===== src/rtl/clock_pkg.sv =====
// Shared types and default constants for the clock/timer time-field counters.
package clock_pkg;

   typedef enum logic [1:0] {
      REP_IDLE,
      REP_HOLD,
      REP_REPEAT
   } rep_state_t;

   localparam int SEC_MOD         = 60;
   localparam int HOUR_MOD        = 24;
   localparam int REP_DELAY_DFLT  = 50;
   localparam int REP_PERIOD_DFLT = 10;

endpackage


===== src/rtl/repeat_gen.sv =====
// Hold-to-repeat step generator for the add/minus edit buttons.
module repeat_gen
   import clock_pkg::*;
#(
   parameter int REP_DELAY  = REP_DELAY_DFLT,
   parameter int REP_PERIOD = REP_PERIOD_DFLT,
   parameter int CNT_W      = 16
) (
   input  logic clk,
   input  logic rst_n,
   input  logic add,
   input  logic minus,
   input  logic clr,
   output logic step,
   output logic step_dir,
   output logic active
);

   localparam logic [CNT_W-1:0] DELAY_LAST  = CNT_W'(REP_DELAY - 1);
   localparam logic [CNT_W-1:0] PERIOD_LAST = CNT_W'(REP_PERIOD - 1);

   logic             btn;
   logic             dir;
   logic             btn_prev;
   logic             dir_prev;
   logic             dir_flip;
   rep_state_t       state;
   rep_state_t       state_nxt;
   logic [CNT_W-1:0] timer;
   logic [CNT_W-1:0] timer_nxt;

   // Both buttons together cancel out and behave as no press at all.
   assign btn      = add ^ minus;
   assign dir      = add;
   assign dir_flip = dir ^ dir_prev;
   assign step_dir = dir;
   assign active   = (state != REP_IDLE);

   // btn_prev resets high so a button held through reset is not a new press.
   always_ff @(posedge clk or negedge rst_n) begin
      if (!rst_n) begin
         state    <= REP_IDLE;
         timer    <= '0;
         btn_prev <= 1'b1;
         dir_prev <= 1'b0;
      end else begin
         state    <= state_nxt;
         timer    <= timer_nxt;
         btn_prev <= btn;
         dir_prev <= dir;
      end
   end

   always_comb begin
      state_nxt = state;
      timer_nxt = timer;
      step      = 1'b0;
      if (clr) begin
         state_nxt = REP_IDLE;
         timer_nxt = '0;
      end else begin
         case (state)
            REP_IDLE: begin
               if (btn && !btn_prev) begin
                  step      = 1'b1;
                  timer_nxt = '0;
                  state_nxt = REP_HOLD;
               end
            end
            REP_HOLD: begin
               if (!btn) begin
                  state_nxt = REP_IDLE;
                  timer_nxt = '0;
               end else if (dir_flip) begin
                  step      = 1'b1;
                  timer_nxt = '0;
               end else if (timer == DELAY_LAST) begin
                  step      = 1'b1;
                  timer_nxt = '0;
                  state_nxt = REP_REPEAT;
               end else begin
                  timer_nxt = timer + 1'b1;
               end
            end
            REP_REPEAT: begin
               // A direction flip restarts the initial hold delay.
               if (!btn) begin
                  state_nxt = REP_IDLE;
                  timer_nxt = '0;
               end else if (dir_flip) begin
                  step      = 1'b1;
                  timer_nxt = '0;
                  state_nxt = REP_HOLD;
               end else if (timer == PERIOD_LAST) begin
                  step      = 1'b1;
                  timer_nxt = '0;
               end else begin
                  timer_nxt = timer + 1'b1;
               end
            end
            default: begin
               state_nxt = REP_IDLE;
               timer_nxt = '0;
            end
         endcase
      end
   end

endmodule


===== src/rtl/mod_updown_counter.sv =====
// Modulo-MOD up/down time-field counter with tick counting, button editing,
// parallel load and registered carry/borrow for cascading fields.
module mod_updown_counter
   import clock_pkg::*;
#(
   parameter int WIDTH      = 8,
   parameter int MOD        = SEC_MOD,
   parameter int REP_DELAY  = REP_DELAY_DFLT,
   parameter int REP_PERIOD = REP_PERIOD_DFLT,
   parameter int CNT_W      = 16
) (
   input  logic             clk,
   input  logic             rst_n,
   input  logic             tick,
   input  logic             run,
   input  logic             count_down,
   input  logic             add,
   input  logic             minus,
   input  logic             load,
   input  logic [WIDTH-1:0] load_val,
   output logic [WIDTH-1:0] value,
   output logic             carry,
   output logic             borrow,
   output logic             editing
);

   localparam logic [WIDTH-1:0] MAX_VAL = WIDTH'(MOD - 1);

   logic             step;
   logic             step_dir;
   logic             active;
   logic             tick_ok;
   logic [WIDTH-1:0] value_nxt;
   logic             carry_nxt;
   logic             borrow_nxt;

   // Compare against MOD-1 before adding so MOD == 2**WIDTH never overflows.
   function automatic logic [WIDTH-1:0] wrap_inc(input logic [WIDTH-1:0] v);
      return (v == MAX_VAL) ? '0 : v + 1'b1;
   endfunction

   function automatic logic [WIDTH-1:0] wrap_dec(input logic [WIDTH-1:0] v);
      return (v == '0) ? MAX_VAL : v - 1'b1;
   endfunction

   repeat_gen #(
      .REP_DELAY  (REP_DELAY),
      .REP_PERIOD (REP_PERIOD),
      .CNT_W      (CNT_W)
   ) u_repeat (
      .clk      (clk),
      .rst_n    (rst_n),
      .add      (add),
      .minus    (minus),
      .clr      (load),
      .step     (step),
      .step_dir (step_dir),
      .active   (active)
   );

   assign editing = active;
   assign tick_ok = tick & run & ~active & ~load;

   // Priority: load, then manual step, then tick; only ticks ripple out.
   always_comb begin
      value_nxt  = value;
      carry_nxt  = 1'b0;
      borrow_nxt = 1'b0;
      if (load) begin
         if (load_val <= MAX_VAL) begin
            value_nxt = load_val;
         end
      end else if (step) begin
         value_nxt = step_dir ? wrap_inc(value) : wrap_dec(value);
      end else if (tick_ok) begin
         if (!count_down) begin
            carry_nxt = (value == MAX_VAL);
            value_nxt = wrap_inc(value);
         end else begin
            borrow_nxt = (value == '0);
            value_nxt  = wrap_dec(value);
         end
      end
   end

   always_ff @(posedge clk or negedge rst_n) begin
      if (!rst_n) begin
         value  <= '0;
         carry  <= 1'b0;
         borrow <= 1'b0;
      end else begin
         value  <= value_nxt;
         carry  <= carry_nxt;
         borrow <= borrow_nxt;
      end
   end

endmodule


===== config.mk =====
export PLATFORM = sky130hd
export DESIGN_NAME = mod_updown_counter
export DESIGN_NICKNAME = d
export VERILOG_FILES = /design/src/rtl/clock_pkg.sv /design/src/rtl/repeat_gen.sv /design/src/rtl/mod_updown_counter.sv
export SDC_FILE = /design/constraint.sdc
export NUM_CORES = 1
export LEC_CHECK = 0
export CAP_MARGIN = 20
export CORE_UTILIZATION = 24
export DETAILED_ROUTE_END_ITERATION = 16
export SETUP_SLACK_MARGIN = 0.1
export SLEW_MARGIN = 40
export SYNTH_ARGS = -nofsm -noshare
export SYNTH_HDL_FRONTEND = slang
export SYNTH_SLANG_ARGS = --single-unit

===== constraint.sdc =====
create_clock -name clk -period 2.5 [get_ports clk]
set_input_delay 0.625 -clock clk [delete_from_list [all_inputs] [get_ports clk]]
set_output_delay 0.625 -clock clk [all_outputs]
set_load 0.005 [all_outputs]

==> results of run 1 <==
per-stage QoR:
| stage | instances | instance area (sq um) | setup slack [ps] | utilization (%) |
|---|---|---|---|---|
| detailed placement | 424 | 2770 | -201 | 31.2 |
| global placement | 424 | 2770 | -154 | 31.2 |
| global route | 437 | 2980 | 82.5 | 33.6 |
| CTS | 432 | 2860 | 109 | 32.2 |
| floorplan | 278 | 2240 | 232 | - |
| finish | 437 | 2980 | 204 | 33.6 |
state kept, by name, indices dropped and copies added (netlist names):
name,cells
carry,1
u_repeat.timer,16
u_repeat.dir_prev,1
u_repeat.btn_prev,1
borrow,1
u_repeat.state,2
value,8
kinds of logic (layout without fill, tap and decap cells):
family,after synthesis,in the layout
AO/OA/AOI/OAI,65,65
adder cells (fa/ha/maj),9,9
flip-flops,30,30
XOR/XNOR,16,16
multiplexers,10,10
AND/OR/NAND/NOR,119,119
buffers and inverters,29,80
layer usage:
| metal | vias up | routed length (microns) | track usage (%) | part of all wire [%] |
|---|---|---|---|---|
| met3 | 13 | 190 | 2.55 | 3.2 |
| li1 | 1100 | - | - | - |
| met5 | - | 0 | 0 | 0 |
| met4 | 0 | 140 | 5.28 | 2.4 |
| met1 | 1037 | 2930 | 17.2 | 49 |
| met2 | 36 | 2700 | 20.1 | 45 |
cell type report:
type,count,area share (%)
Clock buffer,7,2.56
Inverter,15,1.89
Tap cell,108,4.53
Multi-Input combinational cell,219,48.8
Sequential cell,30,25.2
Timing Repair Buffer,58,17.1
how the worst min path moves through the flow:
stage,from,to,slack (ps),depth (start not counted)
global placement,u_repeat.timer[5]$_DFFE_PN0P_,u_repeat.timer[5]$_DFFE_PN0P_,530,2
finish,u_repeat.timer[1]$_DFFE_PN0P_,u_repeat.timer[1]$_DFFE_PN0P_,520,2
CTS,u_repeat.timer[5]$_DFFE_PN0P_,u_repeat.timer[5]$_DFFE_PN0P_,560,2
global route,u_repeat.timer[1]$_DFFE_PN0P_,u_repeat.timer[1]$_DFFE_PN0P_,570,2
floorplan,rst_n,borrow$_DFF_PN0_,330,0
detailed placement,u_repeat.timer[5]$_DFFE_PN0P_,u_repeat.timer[5]$_DFFE_PN0P_,540,2
report_power, final:
part	internal, mW	switching, mW
combinational	0.605	0.605
sequential	0.552	0.112
clock	0.191	0.181
synthesized netlist by cell type (2+ instances only):
| master | count | share of area (%) |
|---|---|---|
| and2_1 | 4 | 1.1 |
| or3_1 | 7 | 2.0 |
| o211ai_1 | 2 | 0.67 |
| xor2_1 | 9 | 3.5 |
| nand2b_1 | 3 | 0.84 |
| nand2_1 | 30 | 5.0 |
| ha_1 | 9 | 5.0 |
| nand4_1 | 6 | 1.7 |
| buf_2 | 3 | 0.67 |
| dfrtp_1 | 29 | 32 |
| a21oi_1 | 20 | 4.5 |
| o31ai_1 | 3 | 1.0 |
| inv_1 | 14 | 2.3 |
| o21a_1 | 2 | 0.67 |
| a211oi_1 | 3 | 1.0 |
| mux2i_1 | 8 | 3.6 |
| and3_1 | 6 | 1.7 |
| nor4_1 | 5 | 1.4 |
| xnor2_1 | 7 | 2.7 |
| nand3_1 | 11 | 2.5 |
| nor3b_1 | 2 | 0.67 |
| o21ai_0 | 11 | 2.5 |
| nor3_1 | 8 | 1.8 |
| clkbuf_1 | 11 | 1.8 |
| nand3b_1 | 4 | 1.3 |
| nor2_1 | 25 | 4.2 |
| nor2b_1 | 3 | 0.84 |
| a31oi_1 | 3 | 0.84 |
| o21ai_1 | 6 | 1.3 |
critical path, stage by stage, from the launching register on:
cell	delay, ps
dfrtp_1	410
inv_2	100
ha_4	210
nor2b_1	150
a21oi_1	150
o22a_1	190
o21ai_4	90
buf_6	150
o31ai_4	200
buf_4	200
mux2_1	330
what timing repair did:
action | 4_1_cts | 5_1_grt
setup endpoints to repair | 6 | 14
endpoints found under the hold margin | 0 | 0
pin swaps | 0 | 5
hold buffers | 0 | 0
gates resized for setup | 1 | 16
buffers inserted | 1 | 5
==> summary.md, run 1 <==
| Metric | Value |
|---|---|
| Antenna violations before repair | `0` |
| Drt initial violations | `140` |
| GRT Util Overall | `12.8%` |
| Syn-to-layout area delta | `33.2%` |
| Synth Area in Adders | `5.03%` |
| Synthesis-stage register bit count | `30` |
| Most common cell after layout, fill and taps aside | `buf_4` |
| Tightest Pin Transition | `460 ps` |
| # IOs | `27` |
| Fin crit share | `91.8%` |
| Worst Setup Start Kind | `flop` |
| Setup TNS | `0 ps` |
| Storage cell area | `752 sq um` |
| Pins over their slew limit | `0` |
| Fillers | `922` |
| Antenna viol nets, final | `0` |
| CP max FO | `8` |
| Area of the mapped netlist | `0.00224 sq mm` |
| PortBufs | `26` |
| Clock Pin Slew Worst Setup and Hold Paths | `70 ps` |
| Final hold slack | `524 ps` |
| Avg Cell Area, Syn | `8.06 sq um` |
| Post-synthesis mux area share | `4.58%` |
| CTS Root Cell | `clkbuf_8` |
| Max-cap viol count | `0` |
| Gpl congestion | `0.831` |
| Max Fclk | `436 MHz` |
| Footprint of the multi-input gates | `0.00146 sq mm` |
| PwrDens | `753 mW/mm^2` |
| Crit path kind | `reg2reg` |
| Synth Instances | `278` |
| Vias in the first global route | `2077` |
| First-pass GRT wire length | `9.87 mm` |
| Commonest cells after routing, fill and taps aside | `buf_4 (31), nand2_1 (30), dfrtp_1 (29)` |
| Syn_nets | `303` |
| Clock latency on the worst-skew pair | `290 ps` |
| Sequential share of the synthesized area | `33.6%` |
| CP required | `2670 ps` |
| Largest family of logic cells by synthesized area | `simple AND/OR/NAND/NOR gates` |
| Ys Warns | `0` |
| HPWL after DPL | `4.32 mm` |
| Hold Path Class | `reg2reg` |
| Yosys cell types | `53` |
| EDFF count, synth | `0` |
| Clk_skew | `11.2 ps` |
| CTS H-tree depth | `2` |
| CP Launch Point | `u_repeat.state[0]$_DFFE_PN0P_` |
| RSZ-0062 raised after global routing | `no` |
| Total power | `2.25 mW` |
| Flop2flop setup slack | `200 ps` |
| Largest net degree at the start of global routing | `31` |
| R2R Path Start | `u_repeat.state[0]$_DFFE_PN0P_` |
| Drt pass-1 iters | `4` |
| Asr flop ratio synth | `100%` |
| Compound-cell area share of the yosys netlist | `18.3%` |
| Setup crit end | `value[2]$_DFFE_PN0P_` |
| GRT Residual Overflow | `0` |
| Final nets | `354` |
| Final setup viols | `0` |
| Wirelength, routed | `5.95 mm` |
| Main synth FF type | `dfrtp_1` |
| Area share of xor/xnor cells in the synthesized design | `6.26%` |
| Number of vias per cell | `5.00` |
| CTS buffer count | `5` |
| Leak pwr | `1.21 nW` |
| Width of the die | `98.6 microns` |
| Share of layout cells above drive strength 1 | `16.4%` |
| Clock Tree Buf Depth | `2` |
| Initial core utilization | `25.2%` |
| Die ar. | `0.00972 sq mm` |
| Tmin final | `2300 ps` |
| Core Footprint | `0.00889 sq mm` |
| Vias | `2186` |
| Reg2reg end | `value[2]$_DFFE_PN0P_` |
| DRC Markers | `0` |
| Status | `completed` |
| Row count | `34` |
| Hold Fails Final Rpt | `0` |
| Crit. End Element | `flop` |
| VDD IR max | `0.281 mV` |
| Crit path arrival time | `2470 ps` |
| Synth Area in Simple Gates | `27.3%` |
| Drt wl/cell | `13.6 microns` |
| Inserted Diodes | `0` |
| R2R cell count | `10` |
| Relative slew slack | `69.2%` |
| Die Ht | `98.6 microns` |
| CTS tree | `done` |
| Sink Count | `30` |
(Power assumes the default switching activity.)
==> run 2, diff against run 1 <==
--- a/config.mk
+++ b/config.mk
@@ -8,8 +8,10 @@
 export CAP_MARGIN = 20
 export CORE_UTILIZATION = 24
 export DETAILED_ROUTE_END_ITERATION = 16
+export DONT_BUFFER_PORTS = 1
 export SETUP_SLACK_MARGIN = 0.1
 export SLEW_MARGIN = 40
 export SYNTH_ARGS = -nofsm -noshare
 export SYNTH_HDL_FRONTEND = slang
+export SYNTH_HIERARCHICAL = 1
 export SYNTH_SLANG_ARGS = --single-unit
==> run 2 against run 1 <==
The flow now finishes with violations (negative setup slack); cell count is 0.23% lower; final area is 1.8% higher; setup slack worse by 570 ps; routed wire length is 7.3% higher.
==> summary.md, run 2 <==
| Metric | Value |
|---|---|
| VDD IR max | `0.491 mV (+75%)` |
| Pins over their slew limit | `0 (unchanged)` |
| Row count | `35 (+2.9%)` |
| Antenna violations before repair | `0 (unchanged)` |
| Footprint of the multi-input gates | `0.00157 sq mm (+7.9%)` |
| Drt pass-1 iters | `5 (+1)` |
| HPWL after DPL | `4.54 mm (+4.9%)` |
| CP peak stage delay | `490 ps (+80 ps)` |
| Tmin final | `2860 ps (+565 ps)` |
| CTS tree | `done` |
| CP max stage cell | `or4b_4` |
| Sequential share of the synthesized area | `32.8% (-0.73 points)` |
| GRT Util Overall | `13.4% (+0.64 points)` |
| Register bank with the most flops | `u_repeat/timer` |
| Synthesis-stage register bit count | `30 (unchanged)` |
| Main synth FF type | `dfrtp_1` |
| # IOs | `27 (unchanged)` |
| Commonest cells after routing, fill and taps aside | `buf_4 (42), dfrtp_1 (29), nand2_1 (23)` |
| Yosys cell types | `60 (+13%)` |
| Fillers | `960 (+4.1%)` |
| Clock Tree Buf Depth | `2 (unchanged)` |
| Final setup margin | `-361 ps (-565 ps)` |
| Vias | `2249 (+2.9%)` |
| R2R cell count | `14 (+4)` |
| Clk_skew | `4.69 ps (-6.51 ps)` |
| Area of the mapped netlist | `0.00229 sq mm (+2.2%)` |
| Top flop regs | `u_repeat/timer (16), value (8), u_repeat/state (2)` |
| Area leader, netlist | `dfrtp_1` |
| Antenna viol nets, final | `0 (unchanged)` |
| Status | `finished with violations` |
| CTS Root Cell | `clkbuf_8` |
| Drt initial violations | `144 (+2.9%)` |
| Clock Pin Slew Worst Setup and Hold Paths | `70 ps (about the same)` |
| Die Ht | `99.7 microns (+1.1%)` |
| PwrDens | `585 mW/mm^2 (-22%)` |
| Asr flop ratio synth | `100% (unchanged)` |
| Crit path arrival time | `3040 ps (+570 ps)` |
| PortBufs | `0 (-100%)` |
| Die ar. | `0.00994 sq mm (+2.2%)` |
| Wirelength, routed | `6.39 mm (+7.3%)` |
| Largest net degree at the start of global routing | `31 (unchanged)` |
| RSZ-0062 raised after global routing | `yes` |
| Post-CTS Hold Buffers | `0 (unchanged)` |
| First-pass GRT wire length | `10.6 mm (+7.3%)` |
| Stages on the worst setup path | `14 (+4)` |
| Clock latency on the worst-skew pair | `290 ps (about the same)` |
| Ys Warns | `6 (+6)` |
| Max reg flops | `16 (unchanged)` |
| Critical path cell sequence | `inv_2 -> ha_4 -> or4b_4 -> nor3_4 -> a21bo_2 -> a2bb2oi_4 -> nor4_4 -> buf_4 -> inv_2 -> a21oi_4 -> buf_6 -> a21o_4 -> nand2_1 -> a22o_1` |
| CP max FO | `7 (-1)` |
| Sink Count | `30 (unchanged)` |
| Max Fclk | `349 MHz (-20%)` |
| Cell mode on critical path | `inv_2` |
| Worst Setup Start Kind | `flop` |
| CTS H-tree depth | `2 (unchanged)` |
| GRT Residual Overflow | `0 (unchanged)` |
| Inserted Diodes | `0 (unchanged)` |
| Crit. End Element | `flop` |
| Number of vias per cell | `5.16 (+3.1%)` |
| Crit path max-delay family | `simple AND/OR/NAND/NOR gates` |
| Core Footprint | `0.00924 sq mm (+3.9%)` |
| Relative slew slack | `55.0% (-14 points)` |
| Gpl congestion | `0.819 (-1.4%)` |
| DRC Markers | `0 (unchanged)` |
| Post-layout util | `32.9% (-0.70 points)` |
| WP buf/inv | `4 (+1)` |
| Setup WS pre-CTS | `-280 ps (-78.7 ps)` |
| Yosys top cell area share | `31.7% (-0.71 points)` |
| Crit path kind | `reg2reg` |
| Share of layout cells above drive strength 1 | `33.6% (+17 points)` |
| Count leader, synth | `dfrtp_1` |
| Vias in the first global route | `2215 (+6.6%)` |
| CP required | `2680 ps (about the same)` |
| Tightest Pin Transition | `673 ps (+213 ps)` |
| CTS buffer count | `5 (unchanged)` |
| Avg Cell Area, Syn | `8.77 sq um (+8.9%)` |
| Leak pwr | `1.20 nW (-1.1%)` |
| Initial core utilization | `24.8% (-0.41 points)` |
| Final setup viols | `8 (+8)` |
| Syn_nets | `285 (-5.9%)` |
| Synth Instances | `261 (-6.1%)` |
| Hold Path Class | `in2async` |
| Violated checks | `negative setup slack` |
| EDFF count, synth | `0 (unchanged)` |
| Width of the die | `99.7 microns (+1.1%)` |
| Max-cap viol count | `0 (unchanged)` |
| Top post-synthesis cells by count | `dfrtp_1 (29), nand2_1 (25), nand3_1 (21)` |
| Drt wl/cell | `14.7 microns (+7.6%)` |
| Synth area leaders | `dfrtp_1 (32%), nand3_1 (4.6%), ha_1 (4.4%)` |
| Most common cell after layout, fill and taps aside | `buf_4` |
| Fin crit share | `114% (+23 points)` |
| Syn-to-layout area delta | `32.6%` |
| Storage cell area | `752 sq um (unchanged)` |
| Final nets | `330 (-6.8%)` |
| Hold Fails Final Rpt | `0 (unchanged)` |
==> run 2: changes by cell type in the layout (fill, tap and decap cells not counted), sizes merged, moves of 7 or more <==
cell and delta:
xor2 -9, buf +17, nor2 -11, nand3 +11, clkdlybuf4s50 -24, o311ai +7
or3 -7
==> run 2: cell families after synthesis <==
family	count (synthesis)	share of synthesized area, %
xor gates and xnor gates	4	1.53
buffers and inverters	24	6.12
DFF	30	32.8
muxes	5	2.35
AOI/OAI and AO/OA	77	24.5
adders and majority gates	8	4.37
and+or+nand+nor	113	28.3
==> run 2: metrics by stage <==
stage	hold slack [ps]	TNS, ps	cell area [sq um]	cells	total power, mW
final	23.2	-2590	3040	436	1.78
after global routing	6.37	-3720	3040	436	1.88
after CTS	12.4	-1610	2930	433	1.73
after detailed placement	332	-1580	2710	418	1.22
after global placement	332	-1040	2710	418	1.21
after floorplan	329	-698	2350	261	1.09
==> run 2: layer usage <==
metal | GRT usage [%] | part of all wire (%) | vias to the layer above
met3 | 3.09 | 5.7 | 5
li1 | - | - | 1089
met5 | 0 | 0 | -
met4 | 4.41 | 0.85 | 0
met2 | 21.7 | 47 | 62
met1 | 17.6 | 46 | 1093
==> run 2: worst paths after layout <==
check | from | endpoint | slack, ps
worst max-delay path | u_repeat/timer[1]$_DFFE_PN0N_ | value[6]$_DFFE_PN0P_ | -360
worst min-delay path | rst_n | u_repeat/timer[5]$_DFFE_PN0N_ | 20
worst max register to register | u_repeat/timer[1]$_DFFE_PN0N_ | value[6]$_DFFE_PN0P_ | -360
worst min register to register | u_repeat/timer[12]$_DFFE_PN0N_ | u_repeat/timer[12]$_DFFE_PN0N_ | 590
max in group asynchronous | rst_n | u_repeat/btn_prev$_DFF_PN1_ | 2290
min in group clk | add | u_repeat/dir_prev$_DFF_PN0_ | 360
==> run 2: final cells by class <==
class                      instances  share of cell area [%]
clock buffer                       8                    3.63
tap                              129                    5.32
sequential                        30                    24.8
multi-input combinational        207                    51.7
inverter                          13                    1.61
timing repair buffer              49                    13.0
==> run 2: worst reg2reg max path, cell delays in order, from the launching register on <==
cell,delay [ps]
dfrtp_1,400
inv_2,80
ha_4,120
or4b_4,490
nor3_4,120
a21bo_2,170
a2bb2oi_4,60
nor4_4,400
buf_4,190
inv_2,40
a21oi_4,170
buf_6,120
a21o_4,120
nand2_1,70
a22o_1,220
==> run 2: what timing repair did <==
item                                    4_1_cts  5_1_grt
buffers inserted                              7        4
pin swaps                                     2       21
endpoints found under the setup margin       20       26
resized for setup                            10       21
==> run 2: where the power goes <==
part	leakage [nW]	switching (mW)	total, mW	internal, mW
Clock	0.0575	0.199	0.477	0.278
Combinational	0.744	0.328	0.611	0.283
Sequential	0.398	0.156	0.689	0.534
==> run 3, diff against run 2 <==
--- a/config.mk
+++ b/config.mk
@@ -7,6 +7,7 @@
 export LEC_CHECK = 0
 export CAP_MARGIN = 20
 export CORE_UTILIZATION = 24
+export CTS_CLUSTER_DIAMETER = 100
 export DETAILED_ROUTE_END_ITERATION = 16
 export DONT_BUFFER_PORTS = 1
 export SETUP_SLACK_MARGIN = 0.1
==> results of run 3 <==
Same layout as run 2: the final DEF is identical, and so are final timing and power.
